===== src/rtl/alu_sequencer.sv =====
// Issue-side ALU controller: latches one decoded operation, drives the combinational ALU,
// performs register-file writeback and owns SREG, including two-pass word and multiply ops.
`ifndef OPSEL_COUNT
`define OPSEL_COUNT 4
`endif

module alu_sequencer #(
  parameter int unsigned DATA_WIDTH = 8,
  parameter int unsigned ADDR_WIDTH = 5
) (
  input  logic                       clk,
  input  logic                       reset,
  input  logic                       issue_valid,
  output logic                       issue_ready,
  input  logic [1:0]                 issue_kind,
  input  logic [`OPSEL_COUNT-1:0]    issue_opsel,
  input  logic [ADDR_WIDTH-1:0]      issue_rd_addr,
  input  logic [ADDR_WIDTH-1:0]      issue_rr_addr,
  input  logic [DATA_WIDTH-1:0]      issue_imm,
  input  logic                       issue_use_imm,
  input  logic                       issue_cin_en,
  input  logic                       issue_cout_en,
  input  logic                       issue_wb_en,
  output logic [ADDR_WIDTH-1:0]      rf_rd_addr,
  output logic [ADDR_WIDTH-1:0]      rf_rr_addr,
  input  logic [DATA_WIDTH-1:0]      rf_rd_data,
  input  logic [DATA_WIDTH-1:0]      rf_rr_data,
  output logic                       rf_wr_en,
  output logic [ADDR_WIDTH-1:0]      rf_wr_addr,
  output logic [DATA_WIDTH-1:0]      rf_wr_data,
  output logic                       alu_enable,
  output logic [`OPSEL_COUNT-1:0]    alu_opsel,
  output logic [DATA_WIDTH-1:0]      alu_rd,
  output logic [DATA_WIDTH-1:0]      alu_rr,
  output logic [DATA_WIDTH-1:0]      alu_flags_in,
  output logic                       alu_cin_en,
  output logic                       alu_cout_en,
  input  logic [DATA_WIDTH-1:0]      alu_out,
  input  logic [2*DATA_WIDTH-1:0]    alu_mul_out,
  input  logic [DATA_WIDTH-1:0]      alu_flags_out,
  output logic [DATA_WIDTH-1:0]      sreg,
  output logic                       done
);

  localparam int unsigned FLAGS_C = 0;
  localparam int unsigned FLAGS_Z = 1;
  localparam int unsigned FLAGS_N = 2;
  localparam int unsigned FLAGS_V = 3;
  localparam int unsigned FLAGS_S = 4;

  localparam logic [1:0] KIND_WORD = 2'b01;
  localparam logic [1:0] KIND_MUL  = 2'b10;
  localparam logic [1:0] KIND_RSVD = 2'b11;

  typedef enum logic [2:0] {IDLE, EXEC, WLO, WHI, MLO, MHI} state_e;

  state_e                    state_q, state_d;
  logic [1:0]                kind_q;
  logic [`OPSEL_COUNT-1:0]   opsel_q;
  logic [ADDR_WIDTH-1:0]     rd_addr_q, rr_addr_q, rd_hi_addr;
  logic [DATA_WIDTH-1:0]     imm_q, sreg_q, sreg_d, tmp_flags_q, hi_q;
  logic                      use_imm_q, cin_q, cout_q, wb_q, z_lo_q;
  logic                      wr_en;
  logic [ADDR_WIDTH-1:0]     wr_addr;
  logic [DATA_WIDTH-1:0]     wr_data;

  assign rd_hi_addr = rd_addr_q + ADDR_WIDTH'(1);
  assign sreg       = sreg_q;

  always_ff @(posedge clk or posedge reset) begin
    if (reset) state_q <= IDLE;
    else       state_q <= state_d;
  end

  always_comb begin
    state_d = state_q;
    case (state_q)
      IDLE: if (issue_valid) begin
        case (issue_kind)
          KIND_WORD: state_d = WLO;
          KIND_MUL:  state_d = MLO;
          default:   state_d = EXEC;
        endcase
      end
      WLO:     state_d = WHI;
      MLO:     state_d = MHI;
      default: state_d = IDLE;
    endcase
  end

  always_comb begin
    issue_ready  = 1'b0;
    done         = 1'b0;
    alu_enable   = 1'b0;
    alu_opsel    = opsel_q;
    alu_rd       = rf_rd_data;
    alu_rr       = use_imm_q ? imm_q : rf_rr_data;
    alu_flags_in = sreg_q;
    alu_cin_en   = 1'b0;
    alu_cout_en  = 1'b0;
    rf_rd_addr   = rd_addr_q;
    rf_rr_addr   = rr_addr_q;
    wr_en        = 1'b0;
    wr_addr      = rd_addr_q;
    wr_data      = alu_out;
    sreg_d       = sreg_q;
    case (state_q)
      IDLE: issue_ready = 1'b1;
      EXEC: begin
        done = 1'b1;
        if (kind_q != KIND_RSVD) begin
          alu_enable  = 1'b1;
          alu_cin_en  = cin_q;
          alu_cout_en = cout_q;
          wr_en       = wb_q;
          sreg_d      = alu_flags_out;
        end
      end
      WLO: begin
        alu_enable  = 1'b1;
        alu_rr      = imm_q;
        alu_cout_en = 1'b1;
        wr_en       = 1'b1;
      end
      WHI: begin
        // High byte: carry chains in through tmp_flags; Z spans both bytes, H/T/I preserved.
        alu_enable      = 1'b1;
        rf_rd_addr      = rd_hi_addr;
        alu_rr          = '0;
        alu_flags_in    = tmp_flags_q;
        alu_cin_en      = 1'b1;
        alu_cout_en     = 1'b1;
        wr_en           = 1'b1;
        wr_addr         = rd_hi_addr;
        sreg_d[FLAGS_C] = alu_flags_out[FLAGS_C];
        sreg_d[FLAGS_N] = alu_flags_out[FLAGS_N];
        sreg_d[FLAGS_V] = alu_flags_out[FLAGS_V];
        sreg_d[FLAGS_S] = alu_flags_out[FLAGS_S];
        sreg_d[FLAGS_Z] = z_lo_q & alu_flags_out[FLAGS_Z];
        done            = 1'b1;
      end
      MLO: begin
        alu_enable = 1'b1;
        wr_en      = 1'b1;
        wr_addr    = '0;
        wr_data    = alu_mul_out[DATA_WIDTH-1:0];
        sreg_d     = alu_flags_out;
      end
      MHI: begin
        wr_en   = 1'b1;
        wr_addr = ADDR_WIDTH'(1);
        wr_data = hi_q;
        done    = 1'b1;
      end
      default: ;
    endcase
    rf_wr_en   = wr_en;
    rf_wr_addr = wr_en ? wr_addr : '0;
    rf_wr_data = wr_en ? wr_data : '0;
  end

  always_ff @(posedge clk or posedge reset) begin
    if (reset) begin
      kind_q      <= '0;
      opsel_q     <= '0;
      rd_addr_q   <= '0;
      rr_addr_q   <= '0;
      imm_q       <= '0;
      use_imm_q   <= 1'b0;
      cin_q       <= 1'b0;
      cout_q      <= 1'b0;
      wb_q        <= 1'b0;
      sreg_q      <= '0;
      tmp_flags_q <= '0;
      z_lo_q      <= 1'b0;
      hi_q        <= '0;
    end else begin
      sreg_q <= sreg_d;
      if (state_q == IDLE && issue_valid) begin
        kind_q    <= issue_kind;
        opsel_q   <= issue_opsel;
        rd_addr_q <= issue_rd_addr;
        rr_addr_q <= issue_rr_addr;
        imm_q     <= issue_imm;
        use_imm_q <= issue_use_imm;
        cin_q     <= issue_cin_en;
        cout_q    <= issue_cout_en;
        wb_q      <= issue_wb_en;
      end
      if (state_q == WLO) begin
        tmp_flags_q <= alu_flags_out;
        z_lo_q      <= alu_flags_out[FLAGS_Z];
      end
      if (state_q == MLO) hi_q <= alu_mul_out[2*DATA_WIDTH-1:DATA_WIDTH];
    end
  end

endmodule


===== config.mk =====
export PLATFORM = sky130hd
export DESIGN_NAME = alu_sequencer
export DESIGN_NICKNAME = d
export VERILOG_FILES = /design/src/rtl/alu_sequencer.sv
export SDC_FILE = /design/constraint.sdc
export NUM_CORES = 1
export LEC_CHECK = 0
export ABC_AREA = 1
export CAP_MARGIN = 20
export CORE_MARGIN = 2
export CORE_UTILIZATION = 41
export CTS_CLUSTER_SIZE = 8
export DETAILED_ROUTE_END_ITERATION = 7
export PLACE_DENSITY = 0.8
export SYNTH_ARGS = -nofsm -noshare
export SYNTH_HDL_FRONTEND = slang
export SYNTH_SLANG_ARGS = --single-unit

===== constraint.sdc =====
create_clock -name clk -period 1.7 [get_ports clk]
set_input_delay 0.17 -clock clk [delete_from_list [all_inputs] [get_ports clk]]
set_output_delay 0.17 -clock clk [all_outputs]
set_load 0.01 [all_outputs]

==> qor.log <==
[sta] transition time of the tightest slew-check pin 313.2 ps
[setup_path] most common cell type on the critical path buf_6
[clock_network] clock latency reported for the late side of the worst-skew pair 320 ps
[sta] setup repair after global routing missed its margin yes
[power_and_ir_drop] Leakage 2.872 nW
[sta] worst path setup slack after routing -356.0 ps
[die] Core Region 7214 um^2
[grt] wire length of the first global-routing pass 16.93 mm
[power_and_ir_drop] power density cells 2019 nW/um^2
[setup_path] worst path buffer plus inverter count 4
[power_and_ir_drop] maximum VDD drop 1.210 mV
[clock_network] Clock Tree Root clkbuf_8
[routing] per-cell via count in the routed design 5.373
[layout] area growth from synthesis to layout 82.03%
[grt] Congestion Overflow GR 0
[yosys] register bit total from synthesis 55
[clock_network] hold buffers post-CTS 0
[die] I/O pin cnt 144
[grt] initial antenna violation count 0
[placed_design] PortBufs 127
[sta] peak clock frequency supported by timing 486.4 MHz
[yosys] Unique masters post-synth 25
[routing] Pre-Repair DR Iteration Count 5
[grt] via count of the first global-routing pass 3561
[sta] post-route setup TNS -7007 ps
[yosys] leading cell types by total area after synthesis dfrtp_1 45%, nand2_1 24%, nand3_1 10%
[run] number of max-cap violations 0
[setup_path] Startpoint Class flop
[setup_path] Crit path largest cell delay 460 ps
[yosys] cell taking the most area after synthesis dfrtp_1
[routing] remaining number of nets flagged by the antenna check after routing 0
[die] Die Span X 90.05 um
[setup_path] Crit path required time 1530 ps
[yosys] post-synthesis sequential area ratio 45.34%
[routing] Routed wire per std cell 17.37 um
[layout] commonest cells after routing, fill and taps aside 151 x nand2_1, 87 x clkdlybuf4s50_1, 53 x dfrtp_1
[clock_network] Max H-tree Level 2
[layout] most frequent standard cell in the layout excluding fill and tap cells nand2_1
[clock_network] number of buffers created by CTS 5
[setup_path] crit-path leading delay family buffers and inverters
[layout] number of filler instances in the final layout 492
[sta] worst hold slack 215.3 ps
[yosys] warning count from the yosys run 0
[setup_path] chain of cells forming the critical path buf_6, buf_6, nor2_4, buf_4, nand3_1, o21ai_1, buf_2
[yosys] per-instance average area after synthesis 7.159 um^2
[yosys] fraction of post-synthesis cell area in the top cell type by area 45.34%
[sta] ratio of final minimum period to clock period 120.9%
[yosys] post-synthesis cell area 3035 um^2
[yosys] cell count after synthesis 424
[setup_path] top fanout value on the critical path 6
[outcome] status finished with violations
[layout] register area 1379 um^2
[outcome] failing checks negative setup slack
[sta] max-slew violations 0
[layout] Final Net Count 697
[grt] global routing usage summed across all routing layers 25.44%
[setup_path] element type at the critical path end output port
[routing] count of unresolved DRC violations after routing 0
[yosys] nets in the synthesized netlist 506
[layout] ratio of cells with drive above 1 in the final layout 35.71%
[setup_path] Worst EP arrival 1890 ps
[layout] final cell utilization of the core 76.59%
[min_path] hold crit path type in2async
[placed_design] RePlAce Congestion 0.7948
[clock_network] number of sinks driven by the clock tree 55
[sta] post-route clock skew 11.78 ps
[routing] via count 3842
[grt] pin count of the biggest net entering global routing 56
[layout] area of the multi-input gates 1810 um^2
[die] Vert. Die Dim 90.05 um
[sta] hold violation count in the final report 0
[routing] 1st-iter DRT viols 328
[clock_network] number of buffers between clock root and the deepest sink 2
[clock_network] clock tree from TritonCTS built
[sta] Min Clock Period, post-route 2056 ps
[routing] Routed WL 12.42 mm
[sta] Setup Viol. Count Final 68
[clock_network] Reg clk slew, reported paths 110 ps
[die] die area 8108 um^2
[placed_design] DP HPWL 6.929 mm
[sta] worst slew margin relative to its limit 79.12%
[setup_path] master of the slowest instance on the critical path dfrtp_1
[layout] antenna diode instance count 0
[setup_path] Setup Crit Path Kind reg2out
[die] effective utilization at floorplan 42.07%
[die] number of standard-cell rows in the floorplan 31
-- synth_stat cells, drive strengths merged --
library cell,instances
nor2,18
nand4,2
dfrtp,55
clkinv,1
clkbuf,2
nand2,195
nand3,64
o21ai,23
o21bai,1
a21oi,5
inv,31
buf,23
ha,3
o21a,1
-- registers in the layout, indices dropped and copies added, names as in the netlist --
name,cells
rf_rr_addr,5
cout_q,1
state_q,3
alu_opsel,4
kind_q,2
rd_addr_q,5
sreg,8
tmp_flags_q,8
imm_q,8
cin_q,1
hi_q,8
wb_q,1
use_imm_q,1
-- cells by family after synthesis --
kind of cell | Yosys count | share of synthesized area (%)
flops | 55 | 45.34
compound gates | 30 | 5.482
buf+inv | 57 | 9.151
fa+ha+maj | 3 | 1.237
simple gates | 279 | 38.79
-- area by class of cell --
class / count / share of cell area, %
Timing Repair Buffer: 208 / 36.14
Inverter: 32 / 2.423
Clock inverter: 1 / 0.09058
Clock buffer: 7 / 1.381
Sequential cell: 55 / 24.95
Tap cell: 99 / 2.242
Multi-Input combinational cell: 313 / 32.77
-- worst min-delay path, delay by kind of cell --
kind,cells,cell delay (ps)
buffers and inverters,3,760
-- worst paths after layout --
check	start	end	slack, ps	depth (start not counted)
max	state_q[2]	rf_rd_addr[4]	-360	7
min	reset	sreg[6]	220	3
max reg2reg	state_q[2]	sreg[1]	-240	12
min reg2reg	alu_opsel[2]	alu_opsel[2]	480	2
max in group asynchronous	reset	state_q[0]	1220	3
min in group clk	rf_rd_data[7]	alu_rd[7]	340	0
-- stage by stage --
stage	instance area [um^2]	power [mW]	cells	setup WS (ps)
final	5525	11.15	715	-356.0
after global routing	5525	11.75	715	-365.5
after CTS	4991	9.274	693	-185.0
after detailed placement	4598	8.104	663	-260.4
after global placement	4598	7.875	663	-157.7
after floorplan	3035	5.185	424	187.1
-- report_power, final --
| part | switching, mW | total [mW] | internal, mW |
|---|---|---|---|
| combinational | 4.06 | 7.90 | 3.84 |
| clock | 0.443 | 0.735 | 0.291 |
| sequential | 0.568 | 2.52 | 1.96 |
-- what timing repair did --
action                                  4_1_cts  5_1_grt
setup buffers                                22       20
cloned                                        3        4
endpoints found under the setup margin       40       60
pin swaps                                    12       19
gates resized for setup                     223       95
-- metal layers --
metal | share of wire [%] | GRT usage [%]
met3 | 7.1 | 5.281
met2 | 52 | 45.24
met4 | 3.3 | 8.590
met1 | 37 | 30.60
met5 | 0 | 0
No activity file was read; power rests on OpenSTA's default activity.
